$ cat src/rtl/hwmem_arbiter_pkg.sv
// Shared types for the two-core memory arbiter: data width, request record,
// round-robin pointer encoding and the 2-way pick function.
package hwmem_arbiter_pkg;

  localparam int unsigned XLEN        = 32;
  localparam int unsigned NUM_REQ_CFG = 2;
  localparam int unsigned ADDR_W_MAX  = 32;

  typedef struct packed {
    logic                  we;
    logic [ADDR_W_MAX-1:0] addr;
    logic [XLEN/8-1:0]     be;
    logic [XLEN-1:0]       wdata;
  } hwmem_req_t;

  // Which requester received the most recent grant on a channel
  typedef enum logic {
    LAST_0 = 1'b0,
    LAST_1 = 1'b1
  } rr_last_e;

  function automatic logic [1:0] rr_pick(input logic [1:0] req, input rr_last_e last);
    logic [1:0] gnt;
    case (req)
      2'b01:   gnt = 2'b01;
      2'b10:   gnt = 2'b10;
      2'b11:   gnt = (last == LAST_0) ? 2'b10 : 2'b01;
      default: gnt = 2'b00;
    endcase
    return gnt;
  endfunction

endpackage

$ cat src/rtl/hwmem_arbiter_if.sv
// Requester and memory-port bundle for hwmem_arbiter; slave = arbiter side,
// master = cores plus memory model side.
interface hwmem_arbiter_if #(
  parameter int unsigned LINES   = 4096,
  parameter int unsigned NUM_REQ = 2
);
  import hwmem_arbiter_pkg::*;

  localparam int unsigned AW = $clog2(LINES);

  logic [NUM_REQ-1:0]             req_valid;
  logic [NUM_REQ-1:0]             req_we;
  logic [NUM_REQ-1:0][AW-1:0]     req_addr;
  logic [NUM_REQ-1:0][XLEN/8-1:0] req_be;
  logic [NUM_REQ-1:0][XLEN-1:0]   req_wdata;
  logic [NUM_REQ-1:0]             req_ready;
  logic [NUM_REQ-1:0]             rsp_valid;
  logic [XLEN-1:0]                rsp_rdata;

  logic                           mem_en_a;
  logic [AW-1:0]                  mem_addr_a;
  logic [XLEN-1:0]                mem_data_out_a;
  logic [AW-1:0]                  mem_addr_b;
  logic [XLEN/8-1:0]              mem_be_b;
  logic [XLEN-1:0]                mem_data_in_b;

  modport slave (
    input  req_valid, req_we, req_addr, req_be, req_wdata, mem_data_out_a,
    output req_ready, rsp_valid, rsp_rdata,
           mem_en_a, mem_addr_a, mem_addr_b, mem_be_b, mem_data_in_b
  );

  modport master (
    output req_valid, req_we, req_addr, req_be, req_wdata, mem_data_out_a,
    input  req_ready, rsp_valid, rsp_rdata,
           mem_en_a, mem_addr_a, mem_addr_b, mem_be_b, mem_data_in_b
  );

endinterface

$ cat src/rtl/hwmem_arbiter_rr_arb2.sv
// Two-way round-robin arbiter; the pointer remembers the last winner and
// moves only on cycles that grant.
module rr_arb2
  import hwmem_arbiter_pkg::*;
(
  input  logic       clk,
  input  logic       rst_n,
  input  logic [1:0] req_i,
  output logic [1:0] gnt_o
);

  rr_last_e last_q, last_d;

  // Reset to "core 1 won last" so core 0 takes the first contention
  always_ff @(posedge clk or negedge rst_n) begin
    if (!rst_n) begin
      last_q <= LAST_1;
    end else begin
      last_q <= last_d;
    end
  end

  always_comb begin
    last_d = last_q;
    if (gnt_o[0]) begin
      last_d = LAST_0;
    end else if (gnt_o[1]) begin
      last_d = LAST_1;
    end
  end

  always_comb begin
    gnt_o = rr_pick(req_i, last_q);
  end

endmodule

$ cat src/rtl/hwmem_arbiter.sv
// Two-core shared-memory arbiter: independent read (port A) and write
// (port B) channels, each round-robin, write-first on address hazards.
module hwmem_arbiter
  import hwmem_arbiter_pkg::*;
#(
  parameter int unsigned LINES   = 4096,
  parameter int unsigned NUM_REQ = NUM_REQ_CFG
) (
  input logic            clk,
  input logic            rst_n,
  hwmem_arbiter_if.slave bus
);

  localparam int unsigned AW = $clog2(LINES);

  hwmem_req_t         req_s [NUM_REQ];
  logic [NUM_REQ-1:0] wr_req, rd_raw, rd_hz, rd_req;
  logic [NUM_REQ-1:0] wr_gnt, rd_gnt;
  logic               wr_any, rd_any;
  logic               wr_idx, rd_idx;

  logic [NUM_REQ-1:0] rsp_valid_q;
  logic [XLEN-1:0]    rdata_q, rdata_d;
  logic [AW-1:0]      addr_a_q, addr_a_d;
  logic [AW-1:0]      addr_b_q, addr_b_d;
  logic [XLEN-1:0]    wdata_b_q, wdata_b_d;

  // Requests are masked by rst_n so nothing is granted while in reset
  always_comb begin
    for (int unsigned i = 0; i < NUM_REQ; i++) begin
      req_s[i].we    = bus.req_we[i];
      req_s[i].addr  = ADDR_W_MAX'(bus.req_addr[i]);
      req_s[i].be    = bus.req_be[i];
      req_s[i].wdata = bus.req_wdata[i];
      wr_req[i]      = rst_n & bus.req_valid[i] & req_s[i].we;
      rd_raw[i]      = rst_n & bus.req_valid[i] & ~req_s[i].we;
    end
  end

  rr_arb2 u_wr_arb (
    .clk   (clk),
    .rst_n (rst_n),
    .req_i (wr_req),
    .gnt_o (wr_gnt)
  );

  // A read to the address being written this cycle waits one cycle, so it
  // observes the new data instead of the pre-write contents
  always_comb begin
    wr_any = |wr_gnt;
    wr_idx = wr_gnt[1];
    for (int unsigned i = 0; i < NUM_REQ; i++) begin
      rd_hz[i] = wr_any && (req_s[i].addr == req_s[wr_idx].addr);
    end
    rd_req = rd_raw & ~rd_hz;
  end

  rr_arb2 u_rd_arb (
    .clk   (clk),
    .rst_n (rst_n),
    .req_i (rd_req),
    .gnt_o (rd_gnt)
  );

  always_comb begin
    rd_any         = |rd_gnt;
    rd_idx         = rd_gnt[1];

    addr_a_d       = rd_any ? req_s[rd_idx].addr[AW-1:0] : addr_a_q;
    addr_b_d       = wr_any ? req_s[wr_idx].addr[AW-1:0] : addr_b_q;
    wdata_b_d      = wr_any ? req_s[wr_idx].wdata : wdata_b_q;
    rdata_d        = (|rsp_valid_q) ? bus.mem_data_out_a : rdata_q;

    bus.req_ready  = rd_gnt | wr_gnt;
    bus.mem_en_a   = rd_any;
    bus.mem_addr_a = addr_a_d;
    bus.mem_be_b   = wr_any ? req_s[wr_idx].be : '0;
    bus.mem_addr_b = addr_b_d;
    bus.mem_data_in_b = wdata_b_d;
    bus.rsp_valid  = rsp_valid_q;
    bus.rsp_rdata  = rdata_d;
  end

  always_ff @(posedge clk or negedge rst_n) begin
    if (!rst_n) begin
      rsp_valid_q <= '0;
      rdata_q     <= '0;
      addr_a_q    <= '0;
      addr_b_q    <= '0;
      wdata_b_q   <= '0;
    end else begin
      rsp_valid_q <= rd_gnt;
      rdata_q     <= rdata_d;
      addr_a_q    <= addr_a_d;
      addr_b_q    <= addr_b_d;
      wdata_b_q   <= wdata_b_d;
    end
  end

endmodule
$ cat src/flat_wrapper.sv
// flat-port wrapper written by rule: the top's interface ports become plain ports
module hwmem_arbiter_flat import hwmem_arbiter_pkg::*;
#(
  parameter int unsigned LINES   = 4096,
  parameter int unsigned NUM_REQ = NUM_REQ_CFG
)
  (clk, rst_n, bus_req_valid, bus_req_we, bus_req_addr, bus_req_be, bus_req_wdata, bus_mem_data_out_a, bus_req_ready, bus_rsp_valid, bus_rsp_rdata, bus_mem_en_a, bus_mem_addr_a, bus_mem_addr_b, bus_mem_be_b, bus_mem_data_in_b);
  hwmem_arbiter_if #(.LINES(LINES), .NUM_REQ(NUM_REQ)) bus_i ();
  input logic clk;
  input logic rst_n;
  input wire logic [$bits(bus_i.req_valid)-1:0] bus_req_valid;
  input wire logic [$bits(bus_i.req_we)-1:0] bus_req_we;
  input wire logic [$bits(bus_i.req_addr)-1:0] bus_req_addr;
  input wire logic [$bits(bus_i.req_be)-1:0] bus_req_be;
  input wire logic [$bits(bus_i.req_wdata)-1:0] bus_req_wdata;
  input wire logic [$bits(bus_i.mem_data_out_a)-1:0] bus_mem_data_out_a;
  output wire logic [$bits(bus_i.req_ready)-1:0] bus_req_ready;
  output wire logic [$bits(bus_i.rsp_valid)-1:0] bus_rsp_valid;
  output wire logic [$bits(bus_i.rsp_rdata)-1:0] bus_rsp_rdata;
  output wire logic [$bits(bus_i.mem_en_a)-1:0] bus_mem_en_a;
  output wire logic [$bits(bus_i.mem_addr_a)-1:0] bus_mem_addr_a;
  output wire logic [$bits(bus_i.mem_addr_b)-1:0] bus_mem_addr_b;
  output wire logic [$bits(bus_i.mem_be_b)-1:0] bus_mem_be_b;
  output wire logic [$bits(bus_i.mem_data_in_b)-1:0] bus_mem_data_in_b;
  assign bus_i.req_valid = bus_req_valid;
  assign bus_i.req_we = bus_req_we;
  assign bus_i.req_addr = bus_req_addr;
  assign bus_i.req_be = bus_req_be;
  assign bus_i.req_wdata = bus_req_wdata;
  assign bus_i.mem_data_out_a = bus_mem_data_out_a;
  assign bus_req_ready = bus_i.req_ready;
  assign bus_rsp_valid = bus_i.rsp_valid;
  assign bus_rsp_rdata = bus_i.rsp_rdata;
  assign bus_mem_en_a = bus_i.mem_en_a;
  assign bus_mem_addr_a = bus_i.mem_addr_a;
  assign bus_mem_addr_b = bus_i.mem_addr_b;
  assign bus_mem_be_b = bus_i.mem_be_b;
  assign bus_mem_data_in_b = bus_i.mem_data_in_b;
  hwmem_arbiter #(.LINES(LINES), .NUM_REQ(NUM_REQ)) u_core (.clk(clk), .rst_n(rst_n), .bus(bus_i));
endmodule
$ cat config.mk
export PLATFORM = sky130hd
export DESIGN_NAME = hwmem_arbiter_flat
export DESIGN_NICKNAME = d
export VERILOG_FILES = /design/src/rtl/hwmem_arbiter_pkg.sv /design/src/rtl/hwmem_arbiter_if.sv /design/src/rtl/hwmem_arbiter_rr_arb2.sv /design/src/rtl/hwmem_arbiter.sv /design/src/flat_wrapper.sv
export SDC_FILE = /design/constraint.sdc
export NUM_CORES = 1
export LEC_CHECK = 0
export ABC_CLOCK_PERIOD_IN_PS = 2100
export BUFFER_PORTS_ARGS = -buffer_cell sky130_fd_sc_hd__buf_2
export CAP_MARGIN = 15
export CORE_ASPECT_RATIO = 1.4
export CORE_MARGIN = 2
export CORE_UTILIZATION = 44
export CTS_CLUSTER_DIAMETER = 60
export DETAILED_ROUTE_END_ITERATION = 10
export HOLD_SLACK_MARGIN = 0.06
export PLACE_DENSITY = 0.8
export SYNTH_ARGS = -nofsm -noshare
export SYNTH_HDL_FRONTEND = slang
export SYNTH_SLANG_ARGS = --single-unit
$ cat constraint.sdc
create_clock -name clk -period 2.1 [get_ports clk]
set_input_delay 0.21 -clock clk [delete_from_list [all_inputs] [get_ports clk]]
set_output_delay 0.21 -clock clk [all_outputs]
set_load 0.02 [all_outputs]
; ---- Word-level counts from Yosys, hierarchy flattened
; Cells that the tools add are included.
; W data, S select, Z words.
[classes]
n_reduce_logical = 7
n_lt_le_gt_ge = 2
mux = 19
bitwise = 13
n_eq_ne = 8
[ops]
columns = operator, count
row1 = $mux W48, 4
row2 = $mux W68, 2
row3 = $eq A12 B32 Y1, 2
row4 = $mux W32, 2
row5 = $mux W12, 2
row6 = $pmux W2 S3, 2
row7 = $eq A2 B2 Y1 const B, 4
row8 = $and A1 B1 Y1, 6
row9 = $reduce_or A2 Y1, 3
row10 = $eq A2 B1 Y1 const B, 2
row11 = $ge A2 B2 Y1 const B, 2
row12 = $mux W1, 4
row13 = $mux W2, 2
row14 = $mux W4, 1
row15 = $not A1 Y2, 2
row16 = $reduce_bool A2 Y1, 2
row17 = $and A2 B2 Y2, 1
row18 = $logic_and A1 B1 Y1, 2
row19 = $not A1 Y1, 2
row20 = $not A2 Y2, 1
row21 = $or A2 B2 Y2, 1
[word_totals]
reg_bits = 92
wordCells = 56
input_bits = 134
out_inout_bits = 97

; ---- Longest topological paths before layout
[logic_depth]
ltp_word = 19
mapped_depth = 7
ltp_nobuf = 5

; ---- Hierarchy
; From an unflattened synthesis, not the netlist that was laid out.
[unflattened]
hier_cells = 363
hier_area_um2 = 4181.5
[by_module_without_submodules]
columns = mod, area_each_um2, seq_area_each_um2, instances, cells_each
row1 = hwmem_arbiter, 4073.9, 2252.2, 1, 351
row2 = rr_arb2, 53.8, 26.3, 2, 6

; ---- Least setup slack after synthesis
; OpenSTA, ideal clock, no wires.
[synth_path]
path_type = input to output
from = in bus_req_addr[7]
to = out bus_mem_addr_a[10]
t_required_ns = 1.890
path_slack_ns = 0.175
arrival_ns = 1.715
cell_stages = 6
n_path_buf = 1
path_cell_list = xor2_1 -> or4b_1 -> o41ai_2 -> buf_2 -> nand2b_1 -> o221a_2
[synth_between]
elab_chain_len = 14
elab_cells_between_ends = 19
classes_between = eq/ne: 5 / mux: 8 / bitwise: 3 / reduce/logical: 3
[synth_rtl]
columns = element, line
row1 = start: declaration, flat_wrapper.sv:13  ; input wire logic [$bits(bus_i.req_addr)-1:0] bus_req_addr;
row2 = $mux W48 (not written as such), hwmem_arbiter.sv:53  ; rd_hz[i] = wr_any && (req_s[i].addr == req_s[wr_idx].addr);
row3 = $mux W68 (not written as such) (2 in series), hwmem_arbiter.sv:53
row4 = $eq A12 B32 Y1, hwmem_arbiter.sv:53
row5 = $logic_and A1 B1 Y1, hwmem_arbiter.sv:53
row6 = $not A2 Y2 (*), hwmem_arbiter.sv:55  ; rd_req = rd_raw & ~rd_hz;
row7 = $and A2 B2 Y2 (*), hwmem_arbiter.sv:55
row8 = $eq A2 B2 Y1 or $eq A2 B1 Y1 (tied branches), hwmem_arbiter_pkg.sv:24  ; case (req)
row9 = $pmux W2 S3 (*), hwmem_arbiter_pkg.sv:24
row10 = $not A1 Y2 (not written as such), hwmem_arbiter.sv:69  ; addr_a_d = rd_any ? req_s[rd_idx].addr[AW-1:0] : addr_a_q;
row11 = $mux W48 (not written as such) (3 in series), hwmem_arbiter.sv:69
row12 = $mux W12 (*), hwmem_arbiter.sv:69
row13 = end: declaration, flat_wrapper.sv:21  ; output wire logic [$bits(bus_i.mem_addr_a)-1:0] bus_mem_addr_a;
; Mark *: on every way between the ends. The rest lies on a longest branch, timed or not. The select of a mux whose other input is x is not followed.

; ---- Final worst setup path
[layout_path]
from = in bus_req_addr[4]
to = out bus_mem_addr_a[0]
; Same word-level chain as after synthesis.

==> reports/summary.log <==
qor: sta.final_number_of_max_transition_violations 0
qor: floorplan.cell_row_count 41
qor: critical_path.critPathLaunchType input port
qor: clock_network.cts_tree yes
qor: sta.max_clock_skew 0.00855 ns
qor: synth.yosysUniqueCellTypes 31
qor: detailed_routing.initial_drt_pass_iterations 4
qor: critical_path.series_of_cell_instances_along_the_critical_path buf_2 > xor2_1 > a2111o_1 > o41ai_4 > buf_4 > or2b_1 > o221a_4 > buf_6
qor: floorplan.core 8870 um2
qor: synth.synth_top_flop_cell sky130_fd_sc_hd__dfrtp_1
qor: detailed_routing.route.met2.wl 6.58 mm
qor: critical_path.origin_of_the_critical_flop_to_flop_path u_core.u_rd_arb.last_q$_DFFE_PN1P_
qor: synth.yosys_warnings 0
qor: synth.synth_enable_flop_cells 0
qor: synth.async_reset_ff_share 100%
qor: critical_path.worstSetupEndpointType primary output
qor: clock_network.clkTransAtPathRegs 0.07 ns
qor: clock_network.cts_buffers 9
qor: place.placed_cell_area 5430 um2
qor: clock_network.cts.htree.levels 3
qor: critical_path.slowest_delay 0.40 ns
qor: critical_path.rr_endpoint u_core.addr_a_q[4]$_DFF_PN0_
qor: run_status.status finished with violations
qor: floorplan.ios 231
qor: clock_network.clockRootBuffer sky130_fd_sc_hd__clkbuf_16
qor: detailed_routing.avgViaCountPerCell 5.37
qor: global_routing.grt_pass1_vias 3,882
qor: final_layout.n_fill_cell 680
qor: critical_path.r2r_slack 0.60 ns
qor: sta.rsz0062_at_grt yes
qor: final_layout.finish.utilization 67.6%
qor: job.max-cap-violations 0
qor: min_path.min_path_type in -> async
qor: synth.synth_area 3970 um2
qor: place.placement.setup.worst_slack -0.171 ns
qor: synth.synth_seq_area_share 58.0%
qor: floorplan.start_util 44.8%
qor: critical_path.path_delay_family compound AO/OA/AOI/OAI gates
qor: final_layout.combined_area_of_the_multi_input_logic_cells 1710 um2
qor: place.dpl.hpwl 8.60 mm
qor: detailed_routing.drt_wl_total 12.4 mm
qor: critical_path.critPathArrivalTime 1.95 ns
qor: synth.synthesis.instances 368
qor: global_routing.grt_antenna_before_repair 1
qor: run_status.violations setup timing
qor: critical_path.setup.worst_path.class in -> out
qor: synth.netlist.area_leader.share 56.7%
qor: place.place.gp.congestion 0.885
qor: sta.finalSetupViolations 10
qor: final_layout.layout_net_count 757
qor: synth.synth_area_per_cell 10.8 um2
qor: sta.maxSlewHeadroom 49.6%
qor: floorplan.die_w 84.3 um
qor: detailed_routing.drt_iter0_drc 162
qor: synth.area_leader_netlist sky130_fd_sc_hd__dfrtp_1
qor: global_routing.grt_max_degree 61
qor: detailed_routing.wire_per_inst 16.8 um
qor: clock_network.cts_sinks 92
qor: floorplan.die-height 116 um
qor: final_layout.seqCellArea 2300 um2
qor: detailed_routing.drc_errors 0
qor: sta.finalCriticalPeriod 2.16 ns
qor: critical_path.required 1.89 ns
qor: sta.fraction_of_the_cycle_the_final_worst_path_needs 103%
qor: place.port_buffers 230
qor: sta.fin_hold_ws 0.0760 ns
qor: final_layout.ratio_of_cells_with_drive_above_1_in_the_final_layout 54.0%
qor: detailed_routing.ant_nets 0
qor: sta.hold_viol 0
qor: detailed_routing.top_signal_layer_used met4
qor: pwr.ir_worst_vdd 0.713 mV
qor: synth.synth.ff_latch_count 92
qor: detailed_routing.detailroute.via_count 3,953
qor: pwr.total_leakage_power 2.95 nW
qor: detailed_routing.dr_wl_met3 856 um
qor: critical_path.timing.critical_path.slowest_stage_cell sky130_fd_sc_hd__a2111o_1
qor: sta.worst_slew_pin_slew 0.756 ns
qor: sta.final.setup.worst_slack -0.0626 ns
qor: clock_network.clk_latency 0.34 ns
qor: sta.fmax 462 MHz
qor: critical_path.cp_max_fo 5
qor: critical_path.critical_path.n_buffers_inverters 3
qor: global_routing.groute.usage.overall 23.7%
qor: synth.synth.net_count 502
qor: floorplan.die_area 9820 um2
qor: global_routing.globalRoute.totalOverflow 0
qor: detailed_routing.drt-met1-wl 4.55 mm
qor: synth.synth_area_leaders sky130_fd_sc_hd__dfrtp_1 57%, sky130_fd_sc_hd__mux2_2 9.1%, sky130_fd_sc_hd__nor2_1 7.7%
qor: pwr.power 5.47 mW
qor: clock_network.cts_buffer_depth 2
qor: global_routing.grt_first_pass_wirelength 18.3 mm
qor: final_layout.final_cell_area 6000 um2
qor: critical_path.reg2reg_depth 5
qor: final_layout.area_growth_syn_to_layout 50.9%
qor: pwr.power.density_cell_area 912 nW/um2
[logic make-up after synthesis]
logic type      count (synthesis)  share of synthesized area, %
simple gates                  137                          14.8
flops                          92                          58.0
compound gates                 69                          13.0
mux                            32                          9.07
buf+inv                        26                          2.49
xor+xnor                       12                          2.64
[registers in the layout, indices dropped and copies added (netlist names)]
register / flops
u_core.addr_a_q: 12
u_core.addr_b_q: 12
u_core.bus.rsp_valid: 2
u_core.rdata_q: 32
u_core.u_rd_arb.last_q: 1
u_core.u_wr_arb.last_q: 1
u_core.wdata_b_q: 32
[timing repair]
action,CTS,global route
endpoints found under the setup margin,46,24
hold endpoints to repair,30,0
pin swaps,4,4
hold buffers,1,0
resized for setup,23,28
cloned,0,2
buffers inserted,1,5
[routing by layer]
layer	GRT usage (%)	up-vias
li1	-	1805
met1	27.7	1893
met2	41.6	217
met3	5.09	38
met4	11.3	0
met5	0	-
[Yosys cell counts (5+ instances only)]
master,n
sky130_fd_sc_hd__mux2_2,32
sky130_fd_sc_hd__xor2_1,6
sky130_fd_sc_hd__nand2b_1,9
sky130_fd_sc_hd__a22o_1,5
sky130_fd_sc_hd__o221a_2,12
sky130_fd_sc_hd__xnor2_1,6
sky130_fd_sc_hd__a31oi_1,13
sky130_fd_sc_hd__nand2_1,33
sky130_fd_sc_hd__nor2_1,81
sky130_fd_sc_hd__buf_1,5
sky130_fd_sc_hd__o22ai_1,32
sky130_fd_sc_hd__clkbuf_1,16
sky130_fd_sc_hd__dfrtp_1,90
[final cells by class]
cell class | instances | share of cell area (%)
clock inverter | 5 | 0.626
timing repair buffer | 264 | 25.8
inverter | 4 | 0.250
clock buffer | 11 | 4.05
multi-input combinational | 252 | 28.6
antenna | 1 | 0.0417
sequential | 92 | 38.4
tap | 107 | 2.23
[where the power goes]
part	internal (mW)	switching (mW)	total [mW]
Clock	0.837	0.676	1.51
Sequential	2.10	0.100	2.20
Combinational	0.735	1.02	1.75
[placed cells by master (no fill, tap or decap), types with 2 or more instances in the layout]
cell type and instances:
sky130_fd_sc_hd__buf_2 212, sky130_fd_sc_hd__dfrtp_1 90, sky130_fd_sc_hd__nor2_1 79, sky130_fd_sc_hd__nand2_1 32, sky130_fd_sc_hd__o22ai_1 32, sky130_fd_sc_hd__mux2_2 32, sky130_fd_sc_hd__buf_4 32, sky130_fd_sc_hd__buf_6 15
sky130_fd_sc_hd__a31oi_1 13, sky130_fd_sc_hd__clkbuf_16 9, sky130_fd_sc_hd__nand2b_1 8, sky130_fd_sc_hd__o221a_2 7, sky130_fd_sc_hd__xnor2_1 5, sky130_fd_sc_hd__o221a_4 5, sky130_fd_sc_hd__a22o_1 5, sky130_fd_sc_hd__inv_1 4
sky130_fd_sc_hd__xor2_1 4, sky130_fd_sc_hd__or2b_1 3, sky130_fd_sc_hd__or2_4 3, sky130_fd_sc_hd__buf_12 3, sky130_fd_sc_hd__nand3b_1 2, sky130_fd_sc_hd__xor2_2 2, sky130_fd_sc_hd__o21ai_0 2, sky130_fd_sc_hd__nand3_1 2
sky130_fd_sc_hd__nor2_2 2, sky130_fd_sc_hd__clkinvlp_4 2, sky130_fd_sc_hd__clkinv_4 2, sky130_fd_sc_hd__dfstp_2 2
[stage by stage]
| step | TNS (ns) | instances |
|---|---|---|
| finish | -0.408 | 736 |
| global route | -1.25 | 736 |
| global placement | -1.39 | 710 |
| detailed placement | -1.77 | 710 |
| CTS | -0.0934 | 728 |
| floorplan | 0 | 368 |
[how the worst max path moves through the flow]
stage | to | depth (start not counted) | slack [ns] | startpoint
floorplan | bus_mem_addr_a[10] | 6 | 0.17 | bus_req_addr[7]
global route | bus_mem_addr_a[0] | 8 | -0.13 | bus_req_addr[4]
global placement | bus_mem_addr_a[11] | 8 | -0.14 | bus_req_addr[7]
CTS | bus_mem_addr_a[0] | 8 | -0.05 | bus_req_addr[20]
finish | bus_mem_addr_a[0] | 8 | -0.06 | bus_req_addr[4]
detailed placement | bus_mem_addr_a[2] | 9 | -0.17 | bus_req_addr[7]
Note: power is estimated with default switching activity, not from simulation.
